`src/rtl/float_pkg.sv`:
```
// Shared types and constants for the float_align operand-alignment stage.
package float_pkg;

  localparam int N         = 24;
  localparam int EXP_W     = 8;
  localparam int OP_W      = N + EXP_W;
  localparam int VEC_W     = N + 2;
  localparam int SHIFT_CAP = N + 2;
  localparam int CNT_W     = $clog2(SHIFT_CAP + 1);

  localparam logic [EXP_W-1:0] EXP_ALL_ONES = '1;

  typedef enum logic [1:0] {
    ST_IDLE   = 2'd0,
    ST_UNPACK = 2'd1,
    ST_SHIFT  = 2'd2,
    ST_DONE   = 2'd3
  } state_t;

  typedef struct packed {
    logic             sign;
    logic [EXP_W-1:0] exp;
    logic [N-1:0]     mant;
  } unpacked_t;

  // Denormals get hidden bit 0 and effective exponent 1.
  function automatic unpacked_t unpack(input logic [OP_W-1:0] op);
    unpacked_t u;
    u.sign = op[OP_W-1];
    u.exp  = (op[OP_W-2 -: EXP_W] == '0) ? EXP_W'(1) : op[OP_W-2 -: EXP_W];
    u.mant = {op[OP_W-2 -: EXP_W] != '0, op[N-2:0]};
    return u;
  endfunction

endpackage

```
`src/rtl/float_sticky_shifter.sv`:
```
// {mant, G, R, S} right-shifter with shift count; serial by default,
// single-cycle barrel form when FLOAT_ALIGN_BARREL_EN is defined.
module float_sticky_shifter
  import float_pkg::*;
(
  input  logic             i_clk,
  input  logic             i_rst_n,
  input  logic             i_load,
  input  logic             i_shift,
  input  logic [N-1:0]     i_mant,
  input  logic [CNT_W-1:0] i_count,
  output logic [N-1:0]     o_mant,
  output logic             o_g,
  output logic             o_r,
  output logic             o_s,
  output logic             o_last
);

  logic [VEC_W-1:0] r_vec;
  logic             r_s;
  logic [CNT_W-1:0] r_count;

`ifdef FLOAT_ALIGN_BARREL_EN
  logic [VEC_W-1:0] w_lost;

  // Bits that fall off the bottom of {mant, G, R} feed the sticky bit.
  assign w_lost = r_vec & ~({VEC_W{1'b1}} << r_count);
  assign o_last = 1'b1;

  always_ff @(posedge i_clk or negedge i_rst_n) begin
    if (!i_rst_n) begin
      r_vec   <= '0;
      r_s     <= 1'b0;
      r_count <= '0;
    end else if (i_load) begin
      r_vec   <= {i_mant, 2'b00};
      r_s     <= 1'b0;
      r_count <= i_count;
    end else if (i_shift) begin
      r_vec   <= r_vec >> r_count;
      r_s     <= r_s | (|w_lost);
      r_count <= '0;
    end
  end
`else
  assign o_last = (r_count == CNT_W'(1));

  always_ff @(posedge i_clk or negedge i_rst_n) begin
    if (!i_rst_n) begin
      r_vec   <= '0;
      r_s     <= 1'b0;
      r_count <= '0;
    end else if (i_load) begin
      r_vec   <= {i_mant, 2'b00};
      r_s     <= 1'b0;
      r_count <= i_count;
    end else if (i_shift) begin
      r_vec   <= r_vec >> 1;
      r_s     <= r_s | r_vec[0];
      r_count <= r_count - 1'b1;
    end
  end
`endif

  assign o_mant = r_vec[VEC_W-1:2];
  assign o_g    = r_vec[1];
  assign o_r    = r_vec[0];
  assign o_s    = r_s;

endmodule

```
`src/rtl/float_align.sv`:
```
// FP adder front end: unpack, order by magnitude, align smaller mantissa with G/R/S.
// Build option FLOAT_ALIGN_BARREL_EN selects a one-cycle barrel shift instead of serial.
module float_align
  import float_pkg::*;
(
  input  logic              i_clk,
  input  logic              i_rst_n,
  input  logic [OP_W-1:0]   i_op_a,
  input  logic [OP_W-1:0]   i_op_b,
  input  logic              i_sub,
  input  logic              i_valid,
  output logic              o_ready,
  input  logic              i_out_ready,
  output logic              o_valid,
  output logic [N-1:0]      o_mant_big,
  output logic [N-1:0]      o_mant_small,
  output logic              o_g,
  output logic              o_r,
  output logic              o_s,
  output logic [EXP_W-1:0]  o_common_exp,
  output logic              o_sign_big,
  output logic              o_eff_sub,
  output logic              o_exp_no_dif,
  output logic              o_mant_no_dif,
  output logic              o_is_nan,
  output logic              o_is_inf,
  output logic [1:0]        o_state
);

  // Handshake: input moves when i_valid && o_ready (IDLE only), result moves
  // when o_valid && i_out_ready (DONE only); result fields hold until then.
  state_t            r_state, w_state_nxt;
  logic              r_ready;
  logic [OP_W-1:0]   r_op_a, r_op_b;
  logic              r_sub;
  logic [N-1:0]      r_mant_big;
  logic [EXP_W-1:0]  r_common_exp;
  logic              r_sign_big, r_eff_sub, r_exp_no_dif, r_mant_no_dif, r_is_nan, r_is_inf;

  unpacked_t         w_a, w_b;
  logic              w_b_big, w_sign_b_eff, w_big_sign, w_eff_sub;
  logic [EXP_W-1:0]  w_big_exp, w_small_exp;
  logic [N-1:0]      w_big_mant, w_small_mant;
  logic [EXP_W:0]    w_diff;
  logic [CNT_W-1:0]  w_count;
  logic              w_a_ones, w_b_ones, w_a_frac_nz, w_b_frac_nz;
  logic              w_is_nan, w_is_inf, w_special, w_last;

  assign w_a          = unpack(r_op_a);
  assign w_b          = unpack(r_op_b);
  assign w_b_big      = {w_b.exp, w_b.mant} > {w_a.exp, w_a.mant};
  assign w_big_exp    = w_b_big ? w_b.exp  : w_a.exp;
  assign w_big_mant   = w_b_big ? w_b.mant : w_a.mant;
  assign w_small_exp  = w_b_big ? w_a.exp  : w_b.exp;
  assign w_small_mant = w_b_big ? w_a.mant : w_b.mant;

  // B's sign is taken as it enters the sum, i.e. flipped for subtraction.
  assign w_sign_b_eff = w_b.sign ^ r_sub;
  assign w_big_sign   = w_b_big ? w_sign_b_eff : w_a.sign;
  assign w_eff_sub    = w_a.sign ^ w_b.sign ^ r_sub;

  assign w_diff  = {1'b0, w_big_exp} - {1'b0, w_small_exp};
  assign w_count = (w_diff > (EXP_W+1)'(SHIFT_CAP)) ? CNT_W'(SHIFT_CAP) : w_diff[CNT_W-1:0];

  assign w_a_ones    = (r_op_a[OP_W-2 -: EXP_W] == EXP_ALL_ONES);
  assign w_b_ones    = (r_op_b[OP_W-2 -: EXP_W] == EXP_ALL_ONES);
  assign w_a_frac_nz = |r_op_a[N-2:0];
  assign w_b_frac_nz = |r_op_b[N-2:0];
  assign w_special   = w_a_ones | w_b_ones;
  assign w_is_nan    = (w_a_ones & w_a_frac_nz) | (w_b_ones & w_b_frac_nz) |
                       (w_a_ones & w_b_ones & ~w_a_frac_nz & ~w_b_frac_nz & w_eff_sub);
  assign w_is_inf    = ~w_is_nan & ((w_a_ones & ~w_a_frac_nz) | (w_b_ones & ~w_b_frac_nz));

  always_comb begin
    w_state_nxt = r_state;
    case (r_state)
      ST_IDLE:   if (i_valid && r_ready) w_state_nxt = ST_UNPACK;
      ST_UNPACK: w_state_nxt = (w_special || w_count == '0) ? ST_DONE : ST_SHIFT;
      ST_SHIFT:  if (w_last) w_state_nxt = ST_DONE;
      ST_DONE:   if (i_out_ready) w_state_nxt = ST_IDLE;
      default:   w_state_nxt = ST_IDLE;
    endcase
  end

  always_ff @(posedge i_clk or negedge i_rst_n) begin
    if (!i_rst_n) begin
      r_state <= ST_IDLE;
      r_ready <= 1'b0;
      r_op_a  <= '0;
      r_op_b  <= '0;
      r_sub   <= 1'b0;
    end else begin
      r_state <= w_state_nxt;
      r_ready <= (w_state_nxt == ST_IDLE);
      if (r_state == ST_IDLE && i_valid && r_ready) begin
        r_op_a <= i_op_a;
        r_op_b <= i_op_b;
        r_sub  <= i_sub;
      end
    end
  end

  always_ff @(posedge i_clk or negedge i_rst_n) begin
    if (!i_rst_n) begin
      r_mant_big    <= '0;
      r_common_exp  <= '0;
      r_sign_big    <= 1'b0;
      r_eff_sub     <= 1'b0;
      r_exp_no_dif  <= 1'b0;
      r_mant_no_dif <= 1'b0;
      r_is_nan      <= 1'b0;
      r_is_inf      <= 1'b0;
    end else if (r_state == ST_UNPACK) begin
      r_mant_big    <= w_big_mant;
      r_common_exp  <= w_big_exp;
      r_sign_big    <= w_big_sign;
      r_eff_sub     <= w_eff_sub;
      r_exp_no_dif  <= (w_a.exp == w_b.exp);
      r_mant_no_dif <= (w_a.mant == w_b.mant);
      r_is_nan      <= w_is_nan;
      r_is_inf      <= w_is_inf;
    end
  end

  float_sticky_shifter u_shifter (
    .i_clk   (i_clk),
    .i_rst_n (i_rst_n),
    .i_load  (r_state == ST_UNPACK),
    .i_shift (r_state == ST_SHIFT),
    .i_mant  (w_small_mant),
    .i_count (w_count),
    .o_mant  (o_mant_small),
    .o_g     (o_g),
    .o_r     (o_r),
    .o_s     (o_s),
    .o_last  (w_last)
  );

  assign o_ready       = r_ready;
  assign o_valid       = (r_state == ST_DONE);
  assign o_mant_big    = r_mant_big;
  assign o_common_exp  = r_common_exp;
  assign o_sign_big    = r_sign_big;
  assign o_eff_sub     = r_eff_sub;
  assign o_exp_no_dif  = r_exp_no_dif;
  assign o_mant_no_dif = r_mant_no_dif;
  assign o_is_nan      = r_is_nan;
  assign o_is_inf      = r_is_inf;
  assign o_state       = r_state;

endmodule

```
`config.mk`:
```
export PLATFORM = sky130hd
export DESIGN_NAME = float_align
export DESIGN_NICKNAME = d
export VERILOG_FILES = /design/src/rtl/float_pkg.sv /design/src/rtl/float_sticky_shifter.sv /design/src/rtl/float_align.sv
export SDC_FILE = /design/constraint.sdc
export NUM_CORES = 1
export LEC_CHECK = 0
export BUFFER_PORTS_ARGS = -buffer_cell sky130_fd_sc_hd__buf_2
export CORE_MARGIN = 2
export CORE_UTILIZATION = 60
export CTS_BUF_LIST = sky130_fd_sc_hd__clkbuf_2
export CTS_CLUSTER_DIAMETER = 40
export DETAILED_ROUTE_END_ITERATION = 12
export HOLD_SLACK_MARGIN = 0.06
export PLACE_DENSITY = 0.85
export SYNTH_ARGS = -nofsm -noshare
export SYNTH_HDL_FRONTEND = slang
export SYNTH_SLANG_ARGS = --single-unit
```
`constraint.sdc`:
```
create_clock -name i_clk -period 9.24 [get_ports i_clk]
set_input_delay 1.848 -clock i_clk [delete_from_list [all_inputs] [get_ports i_clk]]
set_output_delay 1.848 -clock i_clk [all_outputs]
set_load 0.01 [all_outputs]
```
-- Word-level counts from Yosys, hierarchy flattened
Cells that the tools add are included.
- bitwise logic cells: 20
- $add $sub $neg: 2
- $lt $le $gt $ge: 2
- reduce and logical (&&, ||, !) cells: 14
- equal/unequal tests: 8
- mux-type cells: 19
- operators with widths (operator ; count):
    $mux W26 ; 2
    $mux W24 ; 2
    $reduce_or A23 Y1 ; 2
    $gt A32 B32 Y1 ; 1
    $mux W8 ; 4
    $eq A24 B24 Y1 ; 1
    $eq A8 B8 Y1 const B ; 2
    $logic_not A8 Y1 ; 2
    $reduce_bool A8 Y1 ; 2
    $mux W5 ; 3
    $and A1 B1 Y1 ; 9
    $gt A9 B5 Y1 const B ; 1
    $sub A8 B8 Y9 ; 1
    $eq A8 B8 Y1 ; 1
    $pmux W2 S4 ; 1
    $mux W2 ; 3
    $eq A5 B1 Y1 const B ; 1
    $logic_not A5 Y1 ; 1
    $or A1 B1 Y1 ; 5
    $sub A5 B1 Y5 const B ; 1
    $eq A2 B2 Y1 const B ; 2
    $logic_not A2 Y1 ; 2
    $mux W1 ; 4
    $logic_and A1 B1 Y1 ; 3
    other kinds (5) ; 9
- output and inout bits: 69
- input bits: 69
- bits in registers: 138

-- Logic depth before layout (Yosys ltp)
- depth in word-level cells: 12
- depth in mapped cells: 22
- depth with buffers taken out: 18

-- Hierarchy
A second synthesis with hierarchy kept.
- cell total of the unflattened synthesis: 787
- area total of the unflattened synthesis: 7514.7 um^2
- modules (own cells, without submodules) (module ; area an instance (um^2) ; cells an instance ; seq. area each (um^2) ; instances):
    float_align ; 5993.2 ; 644 ; 2652.5 ; 1
    float_sticky_shifter ; 1521.5 ; 143 ; 800.8 ; 1

-- Least setup slack after synthesis
OpenSTA, ideal clock, no wires.
- path type: reg2reg
- from: register r_op_a[27]
- to: register u_shifter.r_count[1]
- path slack: 4.576 ns
- period minus slack after synthesis: 4.664 ns
- arrival: 4.535 ns
- cell stages (with the launch flop): 22
- cells stage by stage: dfrtp_1 or4_1 o21ba_2 ha_1 nand2_1 nor4_4 a32oi_1 a31oi_4 nor2_8 buf_6 buf_2 buf_2 nor2_1 mux2i_1 ha_1 nor2_1 nor2_1 mux2_2 o21ai_0 a32o_1 nand4b_4 o41a_1
- word-level cells in the longest chain between the ends: 8
- elaborated cells between the ends (all ways): 10
- classes of those cells: add/sub: 1; order compare: 2; mux: 5; reduce/logical: 2
- ends and longest elaborated chain (what ; RTL line ; RTL):
    start: declaration ; float_align.sv:34 ; logic [OP_W-1:0] r_op_a, r_op_b;
    start signal: assignment ; float_align.sv:96 ; r_op_a <= i_op_a;
    $logic_not A8 Y1 ; float_pkg.sv:30 ; u.exp = (op[OP_W-2 -: EXP_W] == '0) ? EXP_W'(1) : op[OP_W-2 -: EXP_W];
    $mux W8 ; float_pkg.sv:30 ;
    $gt A32 B32 Y1 ; float_align.sv:51 ; assign w_b_big = {w_b.exp, w_b.mant} > {w_a.exp, w_a.mant};
    $mux W8, on equally long branches ; float_align.sv:52, float_align.sv:54 ;
    $sub A8 B8 Y9 (*) ; float_align.sv:62 ; assign w_diff = {1'b0, w_big_exp} - {1'b0, w_small_exp};
    $gt A9 B5 Y1 ; float_align.sv:63 ; assign w_count = (w_diff > (EXP_W+1)'(SHIFT_CAP)) ? CNT_W'(SHIFT_CAP) : w_diff[CNT_W-1:0];
    $mux W5 (*) ; float_align.sv:63 ;
    $mux W5 (*) ; float_sticky_shifter.sv:53 ; end else if (i_load) begin
    end signal: assignment ; float_sticky_shifter.sv:56 ; r_count <= i_count;
    end signal: assignment ; float_sticky_shifter.sv:60 ; r_count <= r_count - 1'b1;
    end: declaration ; float_sticky_shifter.sv:21 ; logic [CNT_W-1:0] r_count;
Mark *: on every way between the ends. The rest lies on a longest branch, timed or not.
A chain may end at the register's enable or synchronous reset.

-- Final worst setup path
Ends and elaborated chain as after synthesis.

==> results.py <==
metrics = {
    "cells_and_area": {
        "final_area_um2": 8780,
        "stdcell_count": 1088,
        "layout_commonest_cell": "dfrtp_1",
        "final_cell_mix": "dfrtp_1 (138), buf_2 (136), nor2_1 (112)",
        "num-nets-final": 1011,
        "nFillCells": 1002,
        "drive_gt1_share_pct": 28.4,
        "areaGrowthSynthToFinish_pct": 12.1,
        "n_antenna_cell": 0,
    },
    "route": {
        "routed_via_density": 5.90,
        "dr.first_iter.drc_count": 424,
        "drt-wirelength-per-cell_um": 17.6,
        "drcViolationCount": 0,
        "drtPass1Iterations": 5,
        "routed_wl_mm": 19.1,
        "ant_nets": 0,
        "vias": 6414,
    },
    "grt": {
        "gr-usage-all-layers_pct": 28.2,
        "antenna_found_initial": 1,
        "grt_start_max_net_pins": 84,
        "grt-ovfl-total": 0,
        "grt_pass1_vias": 6285,
        "grt_pass1_wl_mm": 31.2,
    },
    "worst_hold_path": {
        "hold_path_class": "flop to flop",
    },
    "logic_synthesis": {
        "synth_top_family_by_area": "compound AO/OA/AOI/OAI gates",
        "synth-seq-cells": 138,
        "synth-seq-area-share_pct": 44.1,
        "synth_mux_area_share_pct": 14.6,
        "syn_nets": 899,
        "synth-edff-count": 0,
        "synth_xor_area_share_pct": 0.559,
        "synth_cells": 791,
        "synth_compound_area_share_pct": 16.7,
        "synth_warnings": 0,
        "syn-cell-area_um2": 7830,
        "synth_cell_types": 64,
        "yosys.area_share.simple_pct": 13.0,
        "synth.avg_cell_area_um2": 9.90,
        "synth_ff_type": "dfrtp_1",
        "synthArstFlopShare_pct": 100,
        "synth_fa_ha_area_share_pct": 6.23,
    },
    "worst_setup_path": {
        "path_max_fanout": 64,
        "required_ns": 9.83,
        "critPathKind": "flop to flop",
        "crit_arrival_ns": 5.66,
        "r2r_slack_ns": 4.17,
        "worstSetupStartpointType": "flop",
        "critPathCaptureType": "flop",
    },
    "placement": {
        "pre_cts_ws_ns": 4.31,
        "globalplace.congestion": 0.950,
        "place_area_um2": 8590,
        "dp_hpwl_mm": 14.2,
        "dp_cells": 1056,
        "port_buffers": 137,
    },
    "clock_tree": {
        "root_buffer": "clkbuf_2",
        "path_clk_slew_ns": 0.24,
        "cts_hold_buf": 0,
        "cts_buffer_depth": 2,
        "cts_sinks": 138,
        "cts.repair.resized": 0,
        "numCtsBuffers": 17,
        "clock_latency_ns": 0.73,
        "cts_setup_buffers": 0,
        "cts_tree": "yes",
        "h-tree-depth": 4,
    },
    "sta": {
        "worst_slew_pin_slew_ns": 1.02,
        "post-route-worst-setup-slack_ns": 4.17,
        "finClkSkew_ns": 0.0474,
        "grt_setup_unrepaired": "false",
        "fmax_mhz": 197,
        "maxSlewViolCount": 0,
        "hold_violations": 0,
        "finalSetupViolations": 0,
        "fin_crit_sh_pct": 54.9,
        "tns_ns": 0,
        "fin_crit_ns": 5.07,
        "slew_headroom_pct": 31.7,
    },
    "floorplan": {
        "io_pins": 138,
        "rows": 41,
        "dieArea_um2": 14000,
        "coreArea_um2": 12700,
        "die_x_um": 118,
        "start_util_pct": 61.8,
        "die_y_um": 118,
    },
    "run_status": {
        "outcome": "finished, final reports clean",
    },
    "job": {
        "drv_cap": 0,
    },
}
logic make-up (layout without fill, tap and decap cells):
family	after synthesis	in the layout
flops	138	138
fa+ha+maj	39	39
mux	105	105
compound gates	202	202
buf+inv	92	217
simple gates	210	210
xor+xnor	5	5
sequential cells by signal (all words and copies together) (netlist names), 2 cells and up:
name / cells
o_mant_big: 24
r_op_b: 32
u_shifter.r_count: 5
o_state: 2
r_op_a: 32
u_shifter.r_vec: 26
o_common_exp: 8
worst paths after layout:
check / from / cells after the start / end
max: r_op_a[27]$_DFFE_PN0P_ / 14 / u_shifter.r_count[1]$_DFFE_PN0P_
min: o_is_nan$_DFFE_PN0P_ / 1 / o_is_nan$_DFFE_PN0P_
max reg2reg: r_op_a[27]$_DFFE_PN0P_ / 14 / u_shifter.r_count[1]$_DFFE_PN0P_
min reg2reg: o_is_nan$_DFFE_PN0P_ / 1 / o_is_nan$_DFFE_PN0P_
max in group asynchronous: i_rst_n / 2 / o_mant_big[0]$_DFFE_PN0P_
min in group asynchronous: i_rst_n / 1 / o_common_exp[4]$_DFFE_PN0P_
metal layers:
metal  share of wire (%)  GRT usage [%]  wire length, µm  vias up
met5               0.037              0                7        -
met2                  47           44.4             8940      211
met3                 6.2           7.14             1180       32
li1                    -              -                -     3071
met4                 2.2           10.2              414        2
met1                  45           37.8             8580     3098
area by class of cell:
type	instances	area (µm²)	share of cell area (%)
Clock inverter	14	97.6	1.11
Clock buffer	18	90.1	1.03
Inverter	44	165	1.88
Timing Repair Buffer	141	722	8.23
Sequential cell	138	3450	39.3
Tap cell	172	215	2.45
Multi-Input combinational cell	561	4030	46.0
metrics by stage:
stage,utilization [%],hold WS [ns]
after floorplan,-,0.500
after global placement,67.8,0.478
after detailed placement,67.8,0.473
after CTS,69.3,0.520
after global routing,69.3,0.554
final,69.3,0.520
critical path, stage by stage, from the launching register on:
cell      delay [ns]
dfrtp_1         0.48
or4_1           0.56
nor2_1          0.25
ha_1            0.19
nand2_1         0.08
nor4_1          0.48
and3_1          0.31
a31oi_4         0.08
nor2_8          0.47
buf_4           0.70
mux2i_2         0.45
a221o_1         0.21
a32o_1          0.18
nand4b_4        0.15
o41a_1          0.33
synth_stat cells, drive strengths merged (5+ instances only):
library cell    n  area, µm²
nand4          10       68.8
ha             39        488
a211oi         30        225
mux2           70        792
mux2i          35        354
o31ai           5       37.5
a21o           30        225
a21oi          79        395
clkbuf         34        128
buf            14       75.1
nand3          10       50.1
dfrtp         138       3450
a31oi           5       46.3
nor4           15        115
nor3            8       40.0
nand2          30        120
o21ai          23        115
inv            43        161
nor2b           7       43.8
nor2          113        440
Power is not shown: default switching activity piles up to over one toggle a cycle in this logic, so the estimate is an artifact.
